`config.mk`:
```
export PLATFORM = sky130hd
export DESIGN_NAME = timer_ctrl
export DESIGN_NICKNAME = d
export VERILOG_FILES = /design/src/rtl/timer_pkg.sv /design/src/rtl/timer_ctrl.sv
export SDC_FILE = /design/constraint.sdc
export NUM_CORES = 1
export LEC_CHECK = 0
export ABC_AREA = 1
export ABC_CLOCK_PERIOD_IN_PS = 1800
export BUFFER_PORTS_ARGS = -buffer_cell sky130_fd_sc_hd__buf_2
export CORE_MARGIN = 2
export CORE_UTILIZATION = 50
export DETAILED_ROUTE_END_ITERATION = 7
export PLACE_DENSITY = 0.75
export RECOVER_POWER = 100
export SYNTH_ARGS = -nofsm -noshare
export SYNTH_HDL_FRONTEND = slang
export SYNTH_SLANG_ARGS = --single-unit
```
`constraint.sdc`:
```
create_clock -name clk -period 1.8 [get_ports clk]
set_clock_uncertainty 0.2 [all_clocks]
set_input_delay 0.54 -clock clk [delete_from_list [all_inputs] [get_ports clk]]
set_output_delay 0.54 -clock clk [all_outputs]
set_load 0.03 [all_outputs]
```
`src/rtl/timer_pkg.sv`:
```
// rtl/timer_pkg.sv - state encodings and LED pattern constants for the countdown-timer controller
package timer_pkg;

    typedef enum logic [2:0] {
        ST_IDLE    = 3'd0,
        ST_SET_MIN = 3'd1,
        ST_SET_SEC = 3'd2,
        ST_RUN     = 3'd3,
        ST_PAUSE   = 3'd4,
        ST_DONE    = 3'd5
    } state_t;

    // Wide enough for any supported LED bus; the top slices down to LED_W.
    localparam int LED_W_MAX = 64;
    localparam logic [LED_W_MAX-1:0] LED_ALL_ON  = '1;
    localparam logic [LED_W_MAX-1:0] LED_ALL_OFF = '0;

endpackage

```
`src/rtl/timer_ctrl.sv`:
```
// rtl/timer_ctrl.sv - countdown-timer sequencing FSM with registered pulse outputs and alarm LEDs
module timer_ctrl
    import timer_pkg::*;
#(
    parameter int DONE_SECS = 10,
    parameter int LED_W     = 16
) (
    input  logic             clk,
    input  logic             rst,
    input  logic             tick_1hz,
    input  logic             btn_set,
    input  logic             btn_inc,
    input  logic             btn_start,
    input  logic             zero,
    output logic             setting,
    output logic             inc_min,
    output logic             inc_sec,
    output logic             load,
    output logic             count_en,
    output logic [LED_W-1:0] led,
    output logic [2:0]       state
);

    localparam int CNT_W = $clog2(DONE_SECS + 1);

    state_t             r_state;
    state_t             w_state_next;
    logic               r_inc_min, r_inc_sec, r_load, r_count_en;
    logic               w_inc_min_next, w_inc_sec_next, w_load_next, w_count_en_next;
    logic [LED_W-1:0]   r_led, w_led_next;
    logic [CNT_W-1:0]   r_done_cnt, w_done_cnt_next, w_cnt_inc;
    logic               w_any_btn, w_done_reached, w_expire;

    always_ff @(posedge clk or posedge rst) begin
        if (rst) begin
            r_state    <= ST_IDLE;
            r_inc_min  <= 1'b0;
            r_inc_sec  <= 1'b0;
            r_load     <= 1'b0;
            r_count_en <= 1'b0;
            r_led      <= LED_ALL_OFF[LED_W-1:0];
            r_done_cnt <= '0;
        end else begin
            r_state    <= w_state_next;
            r_inc_min  <= w_inc_min_next;
            r_inc_sec  <= w_inc_sec_next;
            r_load     <= w_load_next;
            r_count_en <= w_count_en_next;
            r_led      <= w_led_next;
            r_done_cnt <= w_done_cnt_next;
        end
    end

    always_comb begin
        w_any_btn = btn_start | btn_set | btn_inc;
        w_cnt_inc = (r_done_cnt == CNT_W'(DONE_SECS)) ? r_done_cnt : r_done_cnt + 1'b1;
        w_done_reached = tick_1hz && (w_cnt_inc >= CNT_W'(DONE_SECS));
        // zero lags one edge behind count_en, so expiry waits for a quiet cycle
        w_expire = zero && !r_count_en;
    end

    always_comb begin
        w_state_next = r_state;
        case (r_state)
            ST_IDLE: begin
                if (btn_start) begin
                    if (!zero) w_state_next = ST_RUN;
                end else if (btn_set) begin
                    w_state_next = ST_SET_MIN;
                end
            end
            ST_SET_MIN: if (btn_set) w_state_next = ST_SET_SEC;
            ST_SET_SEC: if (btn_set) w_state_next = ST_IDLE;
            ST_RUN: begin
                if (btn_start)     w_state_next = ST_PAUSE;
                else if (w_expire) w_state_next = ST_DONE;
            end
            ST_PAUSE: begin
                if (btn_start) begin
                    if (!zero) w_state_next = ST_RUN;
                end else if (btn_set) begin
                    w_state_next = ST_SET_MIN;
                end
            end
            ST_DONE: if (w_any_btn || w_done_reached) w_state_next = ST_IDLE;
            default: w_state_next = ST_IDLE;
        endcase
    end

    always_comb begin
        w_inc_min_next  = (r_state == ST_SET_MIN) && !btn_set && btn_inc;
        w_inc_sec_next  = (r_state == ST_SET_SEC) && !btn_set && btn_inc;
        w_load_next     = (r_state == ST_SET_SEC) && btn_set;
        w_count_en_next = (r_state == ST_RUN) && !btn_start && !w_expire && tick_1hz;

        w_led_next      = LED_ALL_OFF[LED_W-1:0];
        w_done_cnt_next = '0;
        if (w_state_next == ST_DONE) begin
            if (r_state != ST_DONE) begin
                w_led_next = LED_ALL_ON[LED_W-1:0];
            end else if (tick_1hz) begin
                w_led_next      = ~r_led;
                w_done_cnt_next = w_cnt_inc;
            end else begin
                w_led_next      = r_led;
                w_done_cnt_next = r_done_cnt;
            end
        end
    end

    assign setting  = (r_state == ST_SET_MIN) || (r_state == ST_SET_SEC);
    assign state    = r_state;
    assign inc_min  = r_inc_min;
    assign inc_sec  = r_inc_sec;
    assign load     = r_load;
    assign count_en = r_count_en;
    assign led      = r_led;

endmodule

```
=== After elaboration in Yosys (flattened, before gate mapping) ===
Index checks and enable logic that the tools add are counted.

* Register bits: 27
* Output and inout bits: 24
* Input port bits: 7
* Word-level logic and storage cells: 55

* Add/subtract/negate cells: 1
* $lt $le $gt $ge: 1
* Reduce and logical (&&, ||, !) cells: 18
* Bitwise operators: 3
* Mux-type cells: 16
* Equal/unequal tests: 9

{| class="wikitable"
|+ Operators with widths
! operator !! number
|-
| $mux W16 || 3
|-
| $mux W3 || 8
|-
| $mux W4 || 4
|-
| $not A16 Y16 || 1
|-
| $pmux W3 S5 || 1
|-
| $logic_and A1 B1 Y1 || 10
|-
| $eq A3 B3 Y1 const B || 3
|-
| $eq A3 B2 Y1 const B || 2
|-
| $add A4 B1 Y4 const B || 1
|-
| $eq A4 B4 Y1 const B || 1
|-
| $ge A4 B4 Y1 const B || 1
|-
| $logic_not A1 Y1 || 4
|-
| $eq A3 B1 Y1 const B || 1
|-
| $logic_not A3 Y1 || 1
|-
| $ne A3 B2 Y1 const B || 1
|-
| $ne A3 B3 Y1 const B || 1
|-
| $logic_or A1 B1 Y1 || 2
|-
| $or A1 B1 Y1 || 2
|-
| $reduce_or A2 Y1 || 1
|}

=== Logic depth before layout (Yosys ltp) ===
* Depth in word-level cells: 9
* Gate-level depth with buffers: 11
* Mapped depth without buffers: 10

=== Worst setup path after synthesis ===
OpenSTA, ideal clock, no wires.

* Path type: reg2out
* Start point: register r_state[1] (netlist: state[1])
* End point: output port setting
* Cell stages (with the launch flop): 5
* Path buffers: 0
* Arrival: 1.075 ns
* Data required time: 1.060 ns
* Path slack: -0.015 ns
* Cell sequence: dfrtp_1 -> inv_1 -> nor3_1 -> inv_1 -> nand2_1

* Word-level cells in the longest chain between the ends: 2
* Elaborated cells between the ends (all ways): 3
* Classes of those cells: eq/ne (2); reduce/logical (1)

{| class="wikitable"
|+ Ends and longest elaborated chain
! element !! line !! RTL
|-
| from (decl) || timer_ctrl.sv:26 || <nowiki>state_t r_state;</nowiki>
|-
| from (signal assigned) || timer_ctrl.sv:44 || <nowiki>r_state <= w_state_next;</nowiki>
|-
| $eq A3 B1 Y1 / $eq A3 B2 Y1 (equally long branches) || timer_ctrl.sv:111 || <nowiki>assign setting = (r_state == ST_SET_MIN) || (r_state == ST_SET_SEC);</nowiki>
|-
| $logic_or A1 B1 Y1 * || timer_ctrl.sv:111 ||
|-
| to (decl) || timer_ctrl.sv:15 || <nowiki>output logic setting,</nowiki>
|}

Every way passes the cells marked *; elsewhere a longest branch is shown, timed or not.

=== Worst setup path after layout ===
Ends and elaborated chain as after synthesis.

==> impl_metrics.env <==
export IMPL_run_status="finished with violations"
export IMPL_violations="setup timing"
export IMPL_grt_pass1_wl_um=5220
export IMPL_setup_violations=11
export IMPL_cts_made_buffers=3
export IMPL_routed_wl_um=3140
export IMPL_routed_via_density=4.98
export IMPL_path_cells="inv_2, nor3_2, inv_1, nand2_2, buf_6"
export IMPL_async_flop_share_pct=100
export IMPL_antenna_cells=0
export IMPL_slowest_delay_ps=390
export IMPL_startpoint_type="flop"
export IMPL_yosys_warnings=0
export IMPL_rsz0062_at_grt="true"
export IMPL_drtIter0Drc=52
export IMPL_synth_seq_cells=27
export IMPL_cp_max_fo=3
export IMPL_areaGrowthSynthToFinish_pct=30.8
export IMPL_fin_util_pct=70.4
export IMPL_cts_tree="yes"
export IMPL_maxSlewViolCount=0
export IMPL_gp_congestion=0.898
export IMPL_ys_seq_area_share_pct=49.3
export IMPL_die_area_mm2=0.00317
export IMPL_finalCritPeriodShare_pct=109
export IMPL_tns_ps=-300
export IMPL_routedWlPerCell_um=12.2
export IMPL_power_density_mw_per_mm2=1170
export IMPL_mappedNetlistArea_mm2=0.00137
export IMPL_clk_path_buf_depth=2
export IMPL_avgSynthCellArea_um2=7.74
export IMPL_max_cap_violations=0
export IMPL_path_delay_family="flip-flops"
export IMPL_hp_class="in2async"
export IMPL_power_leakage_nw=1.06
export IMPL_syn_nets=186
export IMPL_slew_headroom_pct=56.2
export IMPL_cts_sinks=27
export IMPL_htree_num_levels=1
export IMPL_fin_ws_ps=-165
export IMPL_layout_drive_gt1_share_pct=41.9
export IMPL_start_util_pct=53.8
export IMPL_place_ws_ps=-39.8
export IMPL_path_clk_slew_ps=140
export IMPL_design_area_mm2=0.00179
export IMPL_max_freq_ghz=0.509
export IMPL_antenna_found_initial=0
export IMPL_power_total_mw=2.10
export IMPL_ys_flop_type="dfrtp_1"
export IMPL_grt_start_max_net_pins=28
export IMPL_worstMarginPinSlew_ps=656
export IMPL_syn_inst=177
export IMPL_synth_edf_count=0
export IMPL_path_buf_inv=3
export IMPL_gr_total_overflow=0
export IMPL_nFillCells=212
export IMPL_clock_latency_ps=310
export IMPL_fp_row_count=18
export IMPL_die_h_um=56.3
export IMPL_worstPathArrival_ps=1220
export IMPL_ctsHoldBuffers=0
export IMPL_final_net_count=237
export IMPL_ys_types=23
export IMPL_end_kind="output pin"
export IMPL_worstSetupPathType="reg2out"
export IMPL_grt_usage_pct=20.7
export IMPL_fp_dieW_um=56.3
export IMPL_fin_crit_ps=1960
export IMPL_port_buffers=30
export IMPL_ioPinCount=31
export IMPL_peakVddDrop_mv=1.05
export IMPL_core_mm2=0.00254
export IMPL_hold_violations=0
export IMPL_ant_nets=0
export IMPL_drc=0
export IMPL_dp_hpwl_um=2100
export IMPL_drt_first_pass_iters=4
export IMPL_grt_pass1_vias=1194
export IMPL_placed_area_mm2=0.00161
export IMPL_slowest_stage="dfrtp_2"
export IMPL_vias=1281
export IMPL_root_buffer="clkbuf_4"
export IMPL_cp_data_required_time_ps=1060
[Yosys cell counts (2+ instances only)]
cell,instances,area (µm²)
inv_1,24,90.1
nand2_2,10,62.6
nand3_1,5,25.0
dfrtp_1,27,676
nor2_1,18,67.6
a21oi_1,10,50.1
o21ai_0,12,60.1
nand2_1,40,150
inv_2,13,48.8
ha_1,2,25.0
nor3_1,4,20.0
[power by group]
part,switching (mW),internal [mW],leakage [nW]
Combinational,0.647,0.407,0.675
Sequential,0.0810,0.718,0.366
Clock,0.165,0.0866,0.0150
[layer usage]
layer | up-vias | global-route usage, % | share of wire, %
met5 | - | 0 | 0
met3 | 6 | 3.00 | 3.6
met2 | 33 | 36.6 | 54
li1 | 635 | - | -
met4 | 0 | 6.46 | 1.3
met1 | 607 | 25.8 | 41
[cells in the final DEF (no fill, tap or decap)]
cell type	instances
inv_1	21
clkbuf_4	3
dfrtp_1	24
nor2_4	3
o21ai_2	1
nand4_1	1
o21ai_0	11
dfrtp_2	3
buf_2	26
xnor2_1	1
o2111ai_1	1
buf_6	8
ha_1	2
nand2_1	37
buf_4	14
clkbuf_2	1
nor2_2	1
clkinv_1	1
a21oi_1	10
nand3_2	4
nor3_2	2
nand3b_1	1
inv_2	16
nand2_2	13
nor3_1	2
o21ai_1	1
clkbuf_1	1
nor2_1	16
nand3_1	2
[area by class of cell]
| cell class | instances | area (µm²) | share of cell area, % |
|---|---|---|---|
| multi-input cells | 109 | 576 | 32.1 |
| clock buffers | 4 | 26.3 | 1.47 |
| flip-flops and latches | 27 | 679 | 37.9 |
| well taps | 30 | 37.5 | 2.09 |
| inverters | 38 | 143 | 7.96 |
| repair buffers | 49 | 330 | 18.4 |
[final timing paths]
kind	startpoint	to	slack, ps	cells after the start
worst min-delay path	rst	load	170	3
min in group clk	btn_set	inc_min	220	2
max in group asynchronous	rst	r_done_cnt[1]	770	3
worst max register to register	state[2]	led[4]	-20	8
worst min register to register	led[3]	led[3]	360	3
worst max-delay path	state[1]	setting	-160	5
[through the flow]
stage                     hold WS, ps  instances
final                             167        257
after global routing              212        257
after CTS                        56.6        253
after detailed placement          342        243
after global placement            335        243
after floorplan                   393        177
[worst min-delay path: stages]
cell and delay [ps]:
buf_2 90, inv_1 40, clkbuf_2 520
[state kept, by name, summed over array words and instances (netlist names)]
| register | flops |
|---|---|
| inc_sec | 1 |
| led | 16 |
| inc_min | 1 |
| count_en | 1 |
| load | 1 |
| state | 3 |
| r_done_cnt | 4 |
[cells by family (layout without fill, tap and decap cells)]
family / after synthesis / in the layout / synth area share (%)
xor gates and xnor gates: 1 / 1 / 0.639
buffers and inverters: 41 / 91 / 12.1
and+or+nand+nor: 82 / 82 / 26.8
AOI/OAI and AO/OA: 24 / 24 / 9.32
adders and majority gates: 2 / 2 / 1.83
DFF: 27 / 27 / 49.3
[what timing repair did]
action,CTS,global route
hold endpoints to repair,0,0
endpoints found under the setup margin,3,24
gates resized for setup,6,27
cloned,0,1
pin swaps,1,2
buffers inserted,6,3
Power figures use the tool's default switching activity.
